## src/rtl/fp_pkg.sv

```systemverilog
// Shared definitions for the small floating-point <-> linear converters.
//
// Holds the fixed field widths of the 1/3/4 sign/exponent/significand
// format, the width of the linear two's-complement result, and the
// state encoding used by the expander (and its linear-to-FP sibling).
package fp_pkg;

    localparam int EXP_W  = 3;   // exponent field, unsigned 0..7
    localparam int FRAC_W = 4;   // significand field, unsigned 0..15
    localparam int LIN_W  = 12;  // signed linear result
    localparam int MAG_W  = 11;  // unsigned magnitude, max 15 << 7 = 1920

    typedef enum logic [1:0] {
        IDLE  = 2'd0,
        SHIFT = 2'd1,
        HOLD  = 2'd2
    } state_t;

endpackage : fp_pkg

```

## src/rtl/fp_expand.sv

```systemverilog
// fp_expand -- expands a tiny sign/exponent/significand value into a
// 12-bit two's-complement linear value D = (S ? -1 : 1) * (F << E).
//
// The shift is done serially, one bit per clock, so a result takes
// E+1 clocks after the operand is accepted. A single operand is in
// flight at a time; the result is held until the consumer takes it.
//
// Ports:
//   clk        sole clock, rising edge
//   rst        synchronous, active-high reset
//   S          operand sign (1 = negative)
//   E          operand exponent, 0..7
//   F          operand significand, 0..15
//   in_valid   S/E/F valid this cycle
//   in_ready   block can accept an operand (combinational)
//   D          signed linear result, held until the next result
//   out_valid  D holds a completed, not yet taken result
//   out_ready  consumer takes D this cycle
module fp_expand
    import fp_pkg::*;
(
    input  logic             clk,
    input  logic             rst,
    input  logic             S,
    input  logic [EXP_W-1:0] E,
    input  logic [FRAC_W-1:0] F,
    input  logic             in_valid,
    output logic             in_ready,
    output logic [LIN_W-1:0] D,
    output logic             out_valid,
    input  logic             out_ready
);

    state_t             state;
    logic               sign;
    logic [EXP_W-1:0]   cnt;
    logic [MAG_W-1:0]   mag;
    logic signed [LIN_W-1:0] mag_s;

    // Magnitude is never more than 1920, so a zero sign bit on top makes
    // it a valid positive 12-bit value; negating zero yields zero, so no
    // negative zero can appear.
    assign mag_s    = signed'({1'b0, mag});

    // Ready is also gated by reset so nothing is offered as accepted
    // on an edge where reset wins.
    assign in_ready = (state == IDLE) && !rst;

    always_ff @(posedge clk) begin
        if (rst) begin
            state     <= IDLE;
            D         <= '0;
            out_valid <= 1'b0;
            mag       <= '0;
            cnt       <= '0;
            sign      <= 1'b0;
        end else begin
            case (state)
                IDLE: begin
                    if (in_valid) begin
                        sign  <= S;
                        cnt   <= E;
                        mag   <= MAG_W'(F);
                        state <= SHIFT;
                    end
                end
                SHIFT: begin
                    if (cnt != '0) begin
                        mag <= mag << 1;
                        cnt <= cnt - 1'b1;
                    end else begin
                        D         <= sign ? -mag_s : mag_s;
                        out_valid <= 1'b1;
                        state     <= HOLD;
                    end
                end
                HOLD: begin
                    // D is left untouched on handoff so the last result
                    // stays visible until the next one is produced.
                    if (out_ready) begin
                        out_valid <= 1'b0;
                        state     <= IDLE;
                    end
                end
                default: begin
                    state <= IDLE;
                end
            endcase
        end
    end

endmodule : fp_expand
```

## config.mk

```make
export PLATFORM = sky130hd
export DESIGN_NAME = fp_expand
export DESIGN_NICKNAME = d
export VERILOG_FILES = /design/src/rtl/fp_pkg.sv /design/src/rtl/fp_expand.sv
export SDC_FILE = /design/constraint.sdc
export NUM_CORES = 1
export LEC_CHECK = 0
export ABC_AREA = 1
export CAP_MARGIN = 30
export CORE_ASPECT_RATIO = 0.6
export CORE_MARGIN = 8
export CORE_UTILIZATION = 35
export CTS_CLUSTER_DIAMETER = 60
export DETAILED_ROUTE_END_ITERATION = 7
export DONT_BUFFER_PORTS = 1
export GPL_TIMING_DRIVEN = 0
export PLACE_DENSITY = 0.53
export SYNTH_ARGS = -nofsm -noshare
export SYNTH_HDL_FRONTEND = slang
export SYNTH_SLANG_ARGS = --single-unit
```

## constraint.sdc

```tcl
create_clock -name clk -period 1.8 [get_ports clk]
set_clock_uncertainty 0.15 [all_clocks]
set_input_delay 0.18 -clock clk [delete_from_list [all_inputs] [get_ports clk]]
set_output_delay 0.18 -clock clk [all_outputs]
set_load 0.02 [all_outputs]
```

# After elaboration in Yosys (flattened, before gate mapping)

Cells that the tools add are included.

$add $sub $neg: 2
Multipliers: 0
Divide/modulo/power cells: 0
Order comparisons: 0
Equality and inequality tests: 6
Shift-type cells: 0
Mux-type cells: 14
Bitwise operators: 1
Reductions and logical operators: 11

Operator list:

| kind                  | number |
|---|---|
| $mux W11              | 2 |
| $pmux W11 S2          | 1 |
| $mux W12              | 1 |
| $neg A11 Y12          | 1 |
| $reduce_and A3 Y1     | 3 |
| $ne A2 B2 Y1 const B  | 4 |
| $mux W2               | 3 |
| $mux W3               | 2 |
| $pmux W2 S3           | 1 |
| $pmux W3 S2           | 1 |
| $reduce_and A2 Y1     | 2 |
| $reduce_bool A2 Y1    | 2 |
| $reduce_bool A3 Y1    | 1 |
| $sub A3 B1 Y3 const B | 1 |
| $eq A2 B1 Y1 const B  | 1 |
| $eq A2 B2 Y1 const B  | 1 |
| $logic_not A2 Y1      | 1 |
| $mux W1               | 2 |
| $pmux W1 S2           | 1 |
| $logic_and A1 B1 Y1   | 1 |
| $logic_not A1 Y1      | 1 |
| $not A1 Y1            | 1 |

Flip-flop bits (word level): 30
Bits in latches: 0
RAM bits: 0
Memory bits (read-only): 0
Input bits: 12
Output and inout bits: 14
Word-level logic and storage cells: 40
Memories kept: 0

# Longest topological paths before layout

Depth after elaboration: 3
Depth in mapped cells: 9
Mapped depth without buffers: 9

# Worst setup path before layout

No wires, ideal clock.

Path kind: flip-flop to flip-flop
From: register cnt[0]
To: register D[10]
Library setup time: 109 ps
Data arrival time: 1286 ps
Required time: 1541 ps
Slack: 255 ps
Cell stages (with the launch flop): 10
Path buffers: 1
Clock period less this slack: 1545 ps
Path through: dfxtp_1 > inv_1 > ha_1 > ha_1 > inv_1 > nor2_8 > buf_6 > o21a_1 > nand2_1 > inv_1

Word-level cells in the longest chain between the ends: 3

Ends and longest elaborated chain:

| what                               | RTL line        | text |
|---|---|---|
| start: declaration                 | fp_expand.sv:36 | `logic [EXP_W-1:0] cnt;` |
| start signal: assignment           | fp_expand.sv:70 | `cnt <= cnt - 1'b1;` |
| $reduce_bool A3 Y1                 | fp_expand.sv:68 | `if (cnt != '0) begin` |
| $not A1 Y1 (no source line)        | --              |  |
| $reduce_and A2 Y1 (no source line) | --              |  |
| end signal: assignment             | fp_expand.sv:72 | `D <= sign ? -mag_s : mag_s;` |
| end: declaration                   | fp_expand.sv:29 | `output logic [LIN_W-1:0] D,` |

Every way passes these cells.
A chain may end at the register's enable or synchronous reset.

# Worst setup path after layout

From: register cnt[0]
To: register mag[9]

Word-level cells in the longest chain between the ends: 3

Ends and longest elaborated chain:

| what                               | RTL line        | text |
|---|---|---|
| $reduce_bool A3 Y1                 | fp_expand.sv:68 |  |
| $ne A2 B2 Y1 (no source line)      | --              |  |
| $reduce_and A3 Y1 (no source line) | --              |  |
| end signal: assignment             | fp_expand.sv:63 | `mag <= MAG_W'(F);` |
| end signal: assignment             | fp_expand.sv:69 | `mag <= mag << 1;` |
| end: declaration                   | fp_expand.sv:37 | `logic [MAG_W-1:0] mag;` |

Every way passes these cells.

==> Implementation_results.wiki <==
{| class="wikitable"
! Metric !! Value
|-
| Setup repair after global routing missed its margin || no
|-
| Most repeated library cell on the critical path || sky130_fd_sc_hd__inv_1
|-
| Core area || a little over 4000 um2
|-
| Most common cell after layout, fill and taps aside || sky130_fd_sc_hd__nand2_1
|-
| Synth warnings || 0
|-
| Overall routing resource usage || between 10% and 20%
|-
| Total of flip-flops plus latches after synthesis || 30
|-
| Final sum of negative setup slack || 0 ps
|-
| Tightest Hold Check Type || input pin to flip-flop
|-
| Tcrit/Tclk final || between 90 and 100%
|-
| TritonCTS Sinks || 30
|-
| DRT Pass-1 Iters || 5
|-
| Required time of the critical path || 1860 ps
|-
| Antenna viol nets, final || 0
|-
| Mapped cell area || 1480 um2
|-
| Insertion delay of the later-clocked pin in the worst-skew pair || 280 ps
|-
| Initial DRC Count || 90
|-
| Worst path top cell family by delay || buffers and inverters
|-
| Final Critical Period || around 1700 ps
|-
| Maximum Capacitance Violations || 0
|-
| Type of destination of the critical path || flip-flop
|-
| Remaining global-route overflow || 0
|-
| Largest net degree at the start of global routing || 11
|-
| Power per cell area || approximately 1100 nW/um2
|-
| Post-synth top area cell || sky130_fd_sc_hd__dfxtp_1
|-
| CTS root buffer || sky130_fd_sc_hd__clkbuf_8
|-
| Sum of net half-perimeters after detailed placement || approximately 2.7 mm
|-
| Leakage dissipation || around 0.74 nW
|-
| Final hold violation count || 0
|-
| Synth Net Count || between 200 and 250
|-
| Leading cell types by total area after synthesis || sky130_fd_sc_hd__dfxtp_1 (41%), sky130_fd_sc_hd__nand2_1 (8.1%), sky130_fd_sc_hd__a21oi_1 (7.8%)
|-
| Max H-tree Level || 2
|-
| Vias in the first global route || 1211
|-
| Signed area change from the synthesized netlist to the final layout || 14.7%
|-
| Share of layout cells above drive strength 1 || 9.30%
|-
| Biggest fanout along the worst timing path || 8
|-
| Maximum VDD drop || approximately 0.37 mV
|-
| Synthesized instance count || 202
|-
| Final Worst Setup Slack || roughly 140 ps
|-
| Final-report max-slew violation count || 0
|-
| Wire length of the first global-routing pass || slightly above 6 mm
|-
| DP Worst Slack || approximately 170 ps
|-
| Number of buffers inserted to repair setup after CTS || 0
|-
| Final setup vio count || 0
|-
| Mean cell area of the mapped netlist || roughly 7.3 um2
|-
| Clock transition time at the flip-flop clock pins of the worst setup and hold paths || about 60 ps
|-
| Cell breakdown of the critical path || inv_1, ha_1, ha_1, inv_1, a21oi_2, inv_1, o21ai_0, nor2_1
|-
| Share of the synthesized area in the top cell type || between 40% and 50%
|-
| Number of buffer and inverter stages on the critical path || 3
|-
| Worst slew slack as a fraction of its limit || roughly 63%
|-
| Arrival time worst endpoint || around 1700 ps
|-
| Final WL || between 3 and 4 mm
|-
| Path type of the worst setup path || flip-flop to flip-flop
|-
| Die span in x || between 90 and 100 um
|-
| Post-detailed-route DRC marker count || 0
|-
| Maximum number of buffers from clock root to sink || 2
|-
| Critical-path cell with the highest stage delay || sky130_fd_sc_hd__dfxtp_1
|-
| Result of the run || complete, no violations
|-
| Overall die area || 6620 um2
|-
| Inserted Clock Buffers || 5
|-
| IO Port Bufs || 0
|-
| Height of the chip || ~66 um
|-
| Number of vias after detailed routing || 1312
|-
| Count of antenna diodes in the layout || 0
|-
| Startpoint class of the critical path || flip-flop
|-
| Vias per inst || between 4 and 5
|-
| Routed WL per cell || 13.2 um
|-
| Worst stage delay on the critical path || 330 ps
|-
| Initial antenna violation count || 0
|-
| Initial cell density of the core || about 36%
|-
| Worst Max-Slew Pin Slew || about 550 ps
|-
| Number of nets in the finished design || ~230
|-
| Number of distinct library cells after synthesis || 25
|-
| Clock tree from TritonCTS || yes
|-
| Fmax || 603 MHz
|-
| I/O pin total || 26
|-
| GP Congestion || 0.792
|-
| Most frequent cells in the layout || sky130_fd_sc_hd__nand2_1 (32), sky130_fd_sc_hd__dfxtp_1 (30), sky130_fd_sc_hd__nor2_1 (23), sky130_fd_sc_hd__a21oi_1 (23), sky130_fd_sc_hd__inv_1 (22)
|-
| Share of the yosys chip area belonging to registers || between 40% and 50%
|-
| Cell Rows || 18
|}
==> power by group <==
group          internal, mW  total, mW  switching, mW
Sequential            0.755      0.876          0.121
Clock                 0.308      0.559          0.251
Combinational         0.193      0.506          0.314
Total                  1.26       1.94          0.685
==> area by class of cell <==
class                   count  area [um2]
well taps                  60        75.1
inverters                  25        96.3
fillers                   423        2380
flip-flops and latches     30         601
multi-input cells         139         713
clock inverters             1        5.00
clock buffers               7        86.3
plain buffers               8        65.1
repair buffers              5        50.0
==> registers in the layout, summed over array words and instances, names as in the netlist <==
| register | count |
|---|---|
| D | 12 |
| mag | 11 |
| cnt | 3 |
| state | 2 |
| out_valid | 1 |
| sign | 1 |
==> synth_stat cells <==
library cell and count:
sky130_fd_sc_hd__a21o_1 1, sky130_fd_sc_hd__a21oi_1 23, sky130_fd_sc_hd__a21oi_2 1, sky130_fd_sc_hd__a31oi_1 1
sky130_fd_sc_hd__buf_2 1, sky130_fd_sc_hd__buf_4 1, sky130_fd_sc_hd__buf_6 4, sky130_fd_sc_hd__clkbuf_1 2
sky130_fd_sc_hd__dfxtp_1 30, sky130_fd_sc_hd__ha_1 3, sky130_fd_sc_hd__inv_1 22, sky130_fd_sc_hd__inv_2 2
sky130_fd_sc_hd__inv_4 1, sky130_fd_sc_hd__nand2_1 32, sky130_fd_sc_hd__nand3_1 12, sky130_fd_sc_hd__nand3_2 1
sky130_fd_sc_hd__nand4_1 2, sky130_fd_sc_hd__nor2_1 23, sky130_fd_sc_hd__nor2_4 1, sky130_fd_sc_hd__nor2_8 1
sky130_fd_sc_hd__o21a_1 4, sky130_fd_sc_hd__o21ai_0 17, sky130_fd_sc_hd__o21ai_1 12, sky130_fd_sc_hd__o31ai_1 1
sky130_fd_sc_hd__xor2_1 4
==> cells by family (layout without fill, tap and decap cells) <==
| family | Yosys count | count (layout) | share of synthesized area [%] |
|---|---|---|---|
| AND/OR/NAND/NOR | 72 | 72 | 21.7 |
| AO/OA/AOI/OAI | 60 | 60 | 21.7 |
| buffers and inverters | 33 | 46 | 10.9 |
| flip-flops | 30 | 30 | 40.7 |
| XOR/XNOR | 4 | 4 | 2.37 |
| adder cells (fa/ha/maj) | 3 | 3 | 2.54 |
==> path summary, 6_finish.rpt <==
kind	depth (start not counted)	startpoint	end	slack (ps)
min	4	E[2]	cnt[2]$_SDFFE_PP0P_	50
max reg2reg	8	cnt[0]$_SDFFE_PP0P_	mag[9]$_SDFFE_PP0P_	140
min reg2reg	2	cnt[2]$_SDFFE_PP0P_	cnt[2]$_SDFFE_PP0P_	320
max	8	cnt[0]$_SDFFE_PP0P_	mag[9]$_SDFFE_PP0P_	140
==> worst min-delay path: stages <==
cell	delay (ps)
sky130_fd_sc_hd__nand2_1	30
sky130_fd_sc_hd__o21ai_1	60
sky130_fd_sc_hd__o21ai_1	70
sky130_fd_sc_hd__a21oi_1	100
==> layer usage <==
metal	track usage [%]	share of wire [%]	vias to the layer above
li1	-	-	691
met1	17.8	57	582
met2	14.1	35	37
met3	4.20	7.3	2
met4	5.06	0.44	0
met5	0	0	-
==> through the flow <==
| stage | area [um2] | total power [mW] | util [%] | cells | hold WS (ps) |
|---|---|---|---|---|---|
| 2_1_floorplan | 1480 | 1.27 | - | 202 | 99.1 |
| 3_3_place_gp | 1550 | 1.38 | 38.0 | 262 | 101 |
| 3_5_place_dp | 1550 | 1.38 | 38.0 | 262 | 102 |
| 4_1_cts | 1690 | 1.96 | 41.5 | 275 | 35.7 |
| 5_1_grt | 1690 | 2.09 | 41.5 | 275 | 57.3 |
| 6_report | 1690 | 1.94 | 41.5 | 275 | 50.3 |
==> timing repair <==
action | in CTS | in global routing
hold buffers | 5 | 0
endpoints found under the hold margin | 6 | 0
gates resized for setup | 0 | 0
Note: power is estimated with default switching activity, not from simulation.
